**src/rtl/softmax_vec_tx.sv**
```systemverilog
// softmax_vec_tx: buffers one vector, streams it to the max-finder, then replays it centered on the returned max
module softmax_vec_tx #(
  parameter int DW = 32,
  parameter int N = 32
) (
  input  logic          clk,
  input  logic          rst,
  input  logic          wr_en,
  input  logic [DW-1:0] wr_data,
  output logic          wr_full,
  input  logic          start,
  output logic          busy,
  output logic          tx_start,
  output logic [DW-1:0] tx_data,
  output logic          tx_valid,
  input  logic          tx_ready,
  input  logic          rx_done,
  input  logic [DW-1:0] rx_max,
  output logic [DW-1:0] cen_data,
  output logic          cen_valid,
  input  logic          cen_ready,
  output logic          cen_last,
  output logic          done
);
  localparam int IW = $clog2(N);
  localparam int CW = $clog2(N + 1);
  localparam logic [DW-1:0] MAXV = {1'b0, {(DW-1){1'b1}}};
  localparam logic [DW-1:0] MINV = {1'b1, {(DW-1){1'b0}}};
  typedef enum logic [2:0] {IDLE, ARM, STREAM, WAIT_MAX, CENTER, FIN} state_t;
  state_t st, nx;
  logic [DW-1:0] mem [N];
  logic [CW-1:0] wcnt, wcnt_nx;
  logic [IW-1:0] idx;
  logic [DW-1:0] max_q, elem, sat;
  logic [DW:0] diff;
  logic got_max, last, wr_ok, tx_fire, cen_fire;
  assign elem = mem[idx];
  assign last = idx == IW'(N - 1);
  assign wr_ok = st == IDLE && wr_en && wcnt != CW'(N);
  assign wcnt_nx = st == FIN ? '0 : wr_ok ? wcnt + 1'b1 : wcnt;
  assign diff = {elem[DW-1], elem} - {max_q[DW-1], max_q};
  assign sat = diff[DW] != diff[DW-1] ? (diff[DW] ? MINV : MAXV) : diff[DW-1:0];
  assign busy = st != IDLE;
  assign tx_start = st == ARM;
  assign tx_valid = st == STREAM;
  assign tx_data = tx_valid ? elem : '0;
  assign cen_valid = st == CENTER;
  assign cen_data = cen_valid ? sat : '0;
  assign cen_last = cen_valid && last;
  assign done = st == FIN;
  assign tx_fire = tx_valid && tx_ready;
  assign cen_fire = cen_valid && cen_ready;
  always_comb begin
    nx = st;
    case (st)
      IDLE:     nx = start && wr_full ? ARM : IDLE;
      ARM:      nx = STREAM;
      STREAM:   nx = tx_fire && last ? (got_max ? CENTER : WAIT_MAX) : STREAM;
      WAIT_MAX: nx = got_max ? CENTER : WAIT_MAX;
      CENTER:   nx = cen_fire && last ? FIN : CENTER;
      FIN:      nx = IDLE;
      default:  nx = IDLE;
    endcase
  end
  always_ff @(posedge clk or posedge rst) begin
    if (rst) begin
      st <= IDLE;
      wcnt <= '0;
      wr_full <= 1'b0;
      idx <= '0;
      max_q <= '0;
      got_max <= 1'b0;
    end else begin
      st <= nx;
      wcnt <= wcnt_nx;
      wr_full <= wcnt_nx == CW'(N);
      if (st == ARM)
        idx <= '0;
      else if (tx_fire || cen_fire)
        idx <= last ? '0 : idx + 1'b1;
      if (st == FIN)
        got_max <= 1'b0;
      else if (rx_done && st != IDLE) begin
        got_max <= 1'b1;
        max_q <= rx_max;
      end
    end
  end
  always_ff @(posedge clk) begin
    if (wr_ok)
      mem[wcnt[IW-1:0]] <= wr_data;
  end
endmodule

```
**config.mk**
```make
export PLATFORM = sky130hd
export DESIGN_NAME = softmax_vec_tx
export DESIGN_NICKNAME = d
export VERILOG_FILES = /design/src/rtl/softmax_vec_tx.sv
export SDC_FILE = /design/constraint.sdc
export NUM_CORES = 1
export LEC_CHECK = 0
export CAP_MARGIN = 0
export CELL_PAD_IN_SITES_DETAIL_PLACEMENT = 1
export CELL_PAD_IN_SITES_GLOBAL_PLACEMENT = 1
export CORE_MARGIN = 4
export CORE_UTILIZATION = 45
export DETAILED_ROUTE_END_ITERATION = 12
export HOLD_SLACK_MARGIN = 0.1
export PLACE_DENSITY_LB_ADDON = 0.08
export SLEW_MARGIN = 40
export SYNTH_ARGS = -nofsm -noshare
export SYNTH_HDL_FRONTEND = slang
export SYNTH_SLANG_ARGS = --single-unit
```
**constraint.sdc**
```tcl
create_clock -name clk -period 6.2 [get_ports clk]
set_clock_uncertainty 0.15 [all_clocks]
set_input_delay 1.24 -clock clk [delete_from_list [all_inputs] [get_ports clk]]
set_output_delay 1.24 -clock clk [all_outputs]
set_load 0.005 [all_outputs]
```
# ---- Word level (Yosys, flattened, before mapping)
# Memory sizes are Yosys's and may differ from the RTL's.
# Cells that the tools add are included.
dict set report op_classes {
  n_addsub 3
  n_mul 0
  div 0
  n_lt_le_gt_ge 0
  n_eq_ne 9
  n_shift 0
  muxes 18
  n_bitwise 1
  n_reduce_logical 15
}
# operator count
set op_table {}
lappend op_table {{32-bit 2-to-1 mux} 4}
lappend op_table {{32-bit by 32-bit subtractor with 33-bit output} 1}
lappend op_table {{5-bit 2-to-1 mux} 3}
lappend op_table {{3-bit one-hot mux with 5 select lines} 1}
lappend op_table {{6-bit 2-to-1 mux} 2}
lappend op_table {{1-bit logical AND} 9}
lappend op_table {{6-bit by 1-bit adder with 6-bit output, second input constant} 1}
lappend op_table {{3-bit by 2-bit == test with 1-bit output, second input constant} 2}
lappend op_table {{3-bit == test, second input constant} 2}
lappend op_table {{6-bit == test, second input constant} 1}
lappend op_table {{1-bit 2-to-1 mux} 6}
lappend op_table {{3-bit 2-to-1 mux} 2}
lappend op_table {{6-bit inequality test, second input constant} 1}
lappend op_table {{5-bit by 1-bit adder with 5-bit output, second input constant} 1}
lappend op_table {{5-bit == test, second input constant} 1}
lappend op_table {{2-bit nonzero test} 2}
lappend op_table {{3-bit by 1-bit == test with 1-bit output, second input constant} 1}
lappend op_table {{3-bit logical NOT} 1}
lappend op_table {{3-bit nonzero test} 1}
lappend op_table {{2-bit AND reduction} 1}
lappend op_table {{1-bit logical OR} 1}
lappend op_table {{1-bit inequality test} 1}
lappend op_table {{1-bit NOT} 1}
dict set report word_totals {
  register_bits 48
  latch_bits 0
  mem_bits_rw 1024
  rom_bits 0
  inputBits 71
  output_inout_bits 71
  word_cells 53
  n_memories 1
}
# name depth width read_ports rd_clocked_by_memory_dff wr line_no
set memory_table {}
lappend memory_table {mem 32 32 1 0 1 31} ;# logic [DW-1:0] mem [N];

# ---- Depth between registers and ports, before layout
dict set report logic_depth {
  ltp_word 6
  depth_mapped 19
  ltp_nobuf 14
}

# ---- Worst setup path after synthesis
# Ideal clock, no wire load.
dict set report synth_timing {
  path_type {reg2out}
  start {register idx[0]}
  end {output port cen_data[22]}
  t_arrival_ps 4646
  slack_ps 164
  path_stages_with_launch 19
  path_buffers 4
  cell_sequence {dfrtp_1 clkbuf_1 buf_2 buf_4 buf_4 mux4_2 mux4_2 mux2i_1 ha_1 inv_1 fa_1 a211oi_1 o21ai_1 o211ai_1 nand2_1 o41a_1 a211oi_1 xor2_1 a211oi_2}
}
dict set report synth_between {
  elab_chain_len 5
  word_cells_on_any_way 6
  cone_classes {add/sub (1); eq/ne (1); mux (3); memory (1)}
}
# item line_no
set synth_lines {}
lappend synth_lines {{start: declaration} 33} ;# logic [IW-1:0] idx;
lappend synth_lines {{start signal: assignment} 80} ;# idx <= last ? '0 : idx + 1'b1;
lappend synth_lines {{memory read 32 x 32 bit (*)} -}
lappend synth_lines {{32-bit by 32-bit subtractor with 33-bit output (*)} 41} ;# assign diff = {elem[DW-1], elem} - {max_q[DW-1], max_q};
lappend synth_lines {{32-bit 2-to-1 mux or 1-bit inequality test (tied branches)} 42} ;# assign sat = diff[DW] != diff[DW-1] ? (diff[DW] ? MINV : MAXV) : diff[DW-1:0];
lappend synth_lines {{32-bit 2-to-1 mux (*)} 42}
lappend synth_lines {{32-bit 2-to-1 mux (*)} 48} ;# assign cen_data = cen_valid ? sat : '0;
lappend synth_lines {{end: declaration} 19} ;# output logic [DW-1:0] cen_data,
# Every way passes the cells marked *; elsewhere a longest branch is shown, timed or not.

# ---- Final worst setup path
dict set report layout_timing {
  start {register idx[0]}
  end {output port cen_data[24]}
}
# The elaborated chain is that of the path after synthesis.

==> results.sh <==
export IMPL_outcome="finished, violations left"
export IMPL_violations="negative setup slack"
export IMPL_final_period_utilization_pct=112
export IMPL_holdPathStages=2
export IMPL_rows=113
export IMPL_gp_routability_congestion=0.829
export IMPL_worstPathArrival_ns=5.55
export IMPL_reg2reg_slack_ns=2.43
export IMPL_clock_sinks=1072
export IMPL_ys_seq_area_share_pct=73.8
export IMPL_r2r_end="mem[13][29]"
export IMPL_cap_violations=0
export IMPL_finalSetupViolations=32
export IMPL_remaining_drc_errors=0
export IMPL_grt_setup_unrepaired="true"
export IMPL_synth_commonest_cells="1024 x edfxtp_1, 320 x mux4_2, 73 x nand2_1"
export IMPL_grt_max_degree=64
export IMPL_setup_ws_ns=-0.742
export IMPL_path_cells="buf_12 -> buf_12 -> mux4_2 -> mux4_2 -> mux2_4 -> ha_4 -> buf_4 -> and3_4 -> o211ai_1 -> buf_4 -> a21oi_4 -> o211ai_1 -> buf_4 -> o211ai_1 -> mux2i_4 -> buf_6 -> buf_6 -> buf_6 -> a211oi_2 -> buf_2"
export IMPL_port_buffers=141
export IMPL_yosysWarnings=0
export IMPL_overflow=0
export IMPL_synth_top_area_share_pct=71.0
export IMPL_crit_cells=20
export IMPL_cellPowerDensity_nw_per_um2=585
export IMPL_maxSlewViolCount=0
export IMPL_cts_root_buf="clkbuf_16"
export IMPL_synth_nets=2161
export IMPL_yosys_register_bits=1072
export IMPL_cpPeakStageDelay_ns=0.54
export IMPL_hold_buffers=0
export IMPL_clock_latency_ns=0.68
export IMPL_synth_edf_count=1024
export IMPL_fp_dieW_um=318
export IMPL_num_vias=22600
export IMPL_routed_wl_mm=121
export IMPL_worst_path_buf_inv=9
export IMPL_synth_cell_types=57
export IMPL_grt_pass1_vias=24000
export IMPL_syn_cell_area_um2=43300
export IMPL_crit_type="reg2out"
export IMPL_hold_start="max_q[13]"
export IMPL_worstMarginPinSlew_ns=0.876
export IMPL_area_growth_pct=23.3
export IMPL_die_h_um=318
export IMPL_grt_usage_pct=23.9
export IMPL_p_leak_nw=17.8
export IMPL_core_area_um2=95300
export IMPL_path_clk_slew_ns=0.06
export IMPL_fin_crit_ns=6.94
export IMPL_synthCells=2051
export IMPL_holdWs_ns=0.404
export IMPL_rr_worst_depth=5
export IMPL_worstSetupStartpointType="flip-flop"
export IMPL_synthTopCellsByArea="edfxtp_1 71%, mux4_2 17%, dfrtp_1 2.8%, ha_1 1.1%, a211oi_2 0.87%"
export IMPL_start_util_pct=45.4
export IMPL_placed_cells=3584
export IMPL_layout_cells_non_filler=3854
export IMPL_hold_path_class="reg2reg"
export IMPL_cts_tree="built"
export IMPL_cts_buffers=109
export IMPL_wl_per_cell_um=31.4
export IMPL_yosysMostFrequentCell="edfxtp_1"
export IMPL_crit_path_top_delay_cell="dfrtp_4"
export IMPL_syn_avg_cell_area_um2=21.1
export IMPL_die_area_um2=101000
export IMPL_drtPass1Iterations=5
export IMPL_drive_gt1_share_pct=38.5
export IMPL_grt_pass1_wl_mm=174
export IMPL_final_hold_violation_count=0
export IMPL_final_antenna_net_count=0
export IMPL_cts_htree_levels=3
export IMPL_min_delay_worst_endpoint="max_q[13]"
export IMPL_drt_iter0_drc=2178
export IMPL_boundaryPins=142
export IMPL_critPathMaxFanout=8
export IMPL_relSlewSlack_pct=41.5
export IMPL_fin_util_pct=56.0
export IMPL_ys_flop_type="edfxtp_1"
export IMPL_antenna_found_initial=7
export IMPL_dp_hpwl_mm=74.2
export IMPL_peakVddDrop_mv=0.476
export IMPL_power_mw=31.2
export IMPL_crit_family="multiplexers"
export IMPL_synth_async_reset_ratio_pct=4.48
export IMPL_tns_ns=-20.37
export IMPL_fmax_mhz=144
export IMPL_nNetsFinal=2600
export IMPL_via_per_inst=5.86
export IMPL_critPathCaptureType="output port"
export IMPL_yosysTopAreaCell="edfxtp_1"
export IMPL_cp_data_required_time_ns=4.81
export IMPL_reg2reg_from="wcnt[3]"
export IMPL_clockBufferDepth=3
worst max path at each step:
stage / from / endpoint / slack (ns)
floorplan: idx[0] / cen_data[22] / 0.16
global placement: idx[0] / cen_data[29] / -0.51
detailed placement: idx[0] / cen_data[29] / -0.51
CTS: idx[0] / cen_data[22] / -0.82
global route: idx[0] / cen_data[25] / -0.93
finish: idx[0] / cen_data[24] / -0.74
layout make-up:
cell class / instances / area (um2)
diodes: 6 / 15.0
fillers: 8199 / 41900
repair buffers: 434 / 4580
well taps: 1265 / 1580
multi-input cells: 825 / 11400
clock inverters: 65 / 779
inverters: 48 / 180
clock buffers: 139 / 2900
flip-flops and latches: 1072 / 32000
logic make-up after synthesis:
logic type / count (synthesis) / share of synthesized area [%]
DFF: 1072 / 73.8
muxes: 355 / 17.5
and+or+nand+nor: 227 / 2.45
adders and majority gates: 39 / 1.14
AOI/OAI and AO/OA: 175 / 2.99
buffers and inverters: 154 / 1.49
xor gates and xnor gates: 29 / 0.604
routing by layer:
| layer | up-vias | GRT usage, % | share of wire, % |
|---|---|---|---|
| li1 | 9408 | - | - |
| met4 | 2 | 6.28 | 2.5 |
| met2 | 814 | 39.2 | 49 |
| met1 | 12200 | 33.2 | 41 |
| met3 | 194 | 4.59 | 7.1 |
| met5 | - | 0 | 0.011 |
state kept, by name (all words and copies together), names as in the netlist:
signal,count
st,3
got_max,1
wcnt,6
max_q,32
idx,5
wr_full,1
mem,1024
power by group:
group          switching (mW)  total [mW]  internal [mW]
clock network            2.77        6.75           3.98
registers               0.241        8.77           8.53
logic                    7.65        15.7           8.05
total                    10.7        31.2           20.6
repair_timing:
item                                    in CTS  in global routing
pin swaps                                   24                 22
resized for setup                          199                 46
endpoints found under the setup margin      32                 32
hold endpoints to repair                     0                  0
setup buffers                               34                 17
cloned                                      11                  2
through the flow:
| stage | cell area (um2) | worst slack [ns] |
|---|---|---|
| after global placement | 48400 | -0.514 |
| final | 53400 | -0.742 |
| after floorplan | 43300 | 0.164 |
| after detailed placement | 48700 | -0.512 |
| after CTS | 53100 | -0.824 |
| after global routing | 53400 | -0.931 |
cells in the final DEF (no fill, tap or decap), drive strengths merged, types with 38 or more instances in the layout:
cell           synthesis  final
o21ai                 63     63
a21oi                 38     38
ha                    38     38
dfrtp                 48     48
buf                   46    354
nand2                 74     74
edfxtp              1024   1024
clkdlybuf4s50          0     77
mux4                 320    320
nor2                  64     64
inv                   48     55
clkbuf                60    141
worst reg2reg max path: cells and delay by family, from the launching register on:
| kind | cells | cell delay, ns |
|---|---|---|
| and+or+nand+nor | 3 | 1.88 |
| buffers and inverters | 1 | 0.41 |
| AOI/OAI and AO/OA | 1 | 0.47 |
| DFF | 1 | 0.53 |
Power figures use the tool's default switching activity.
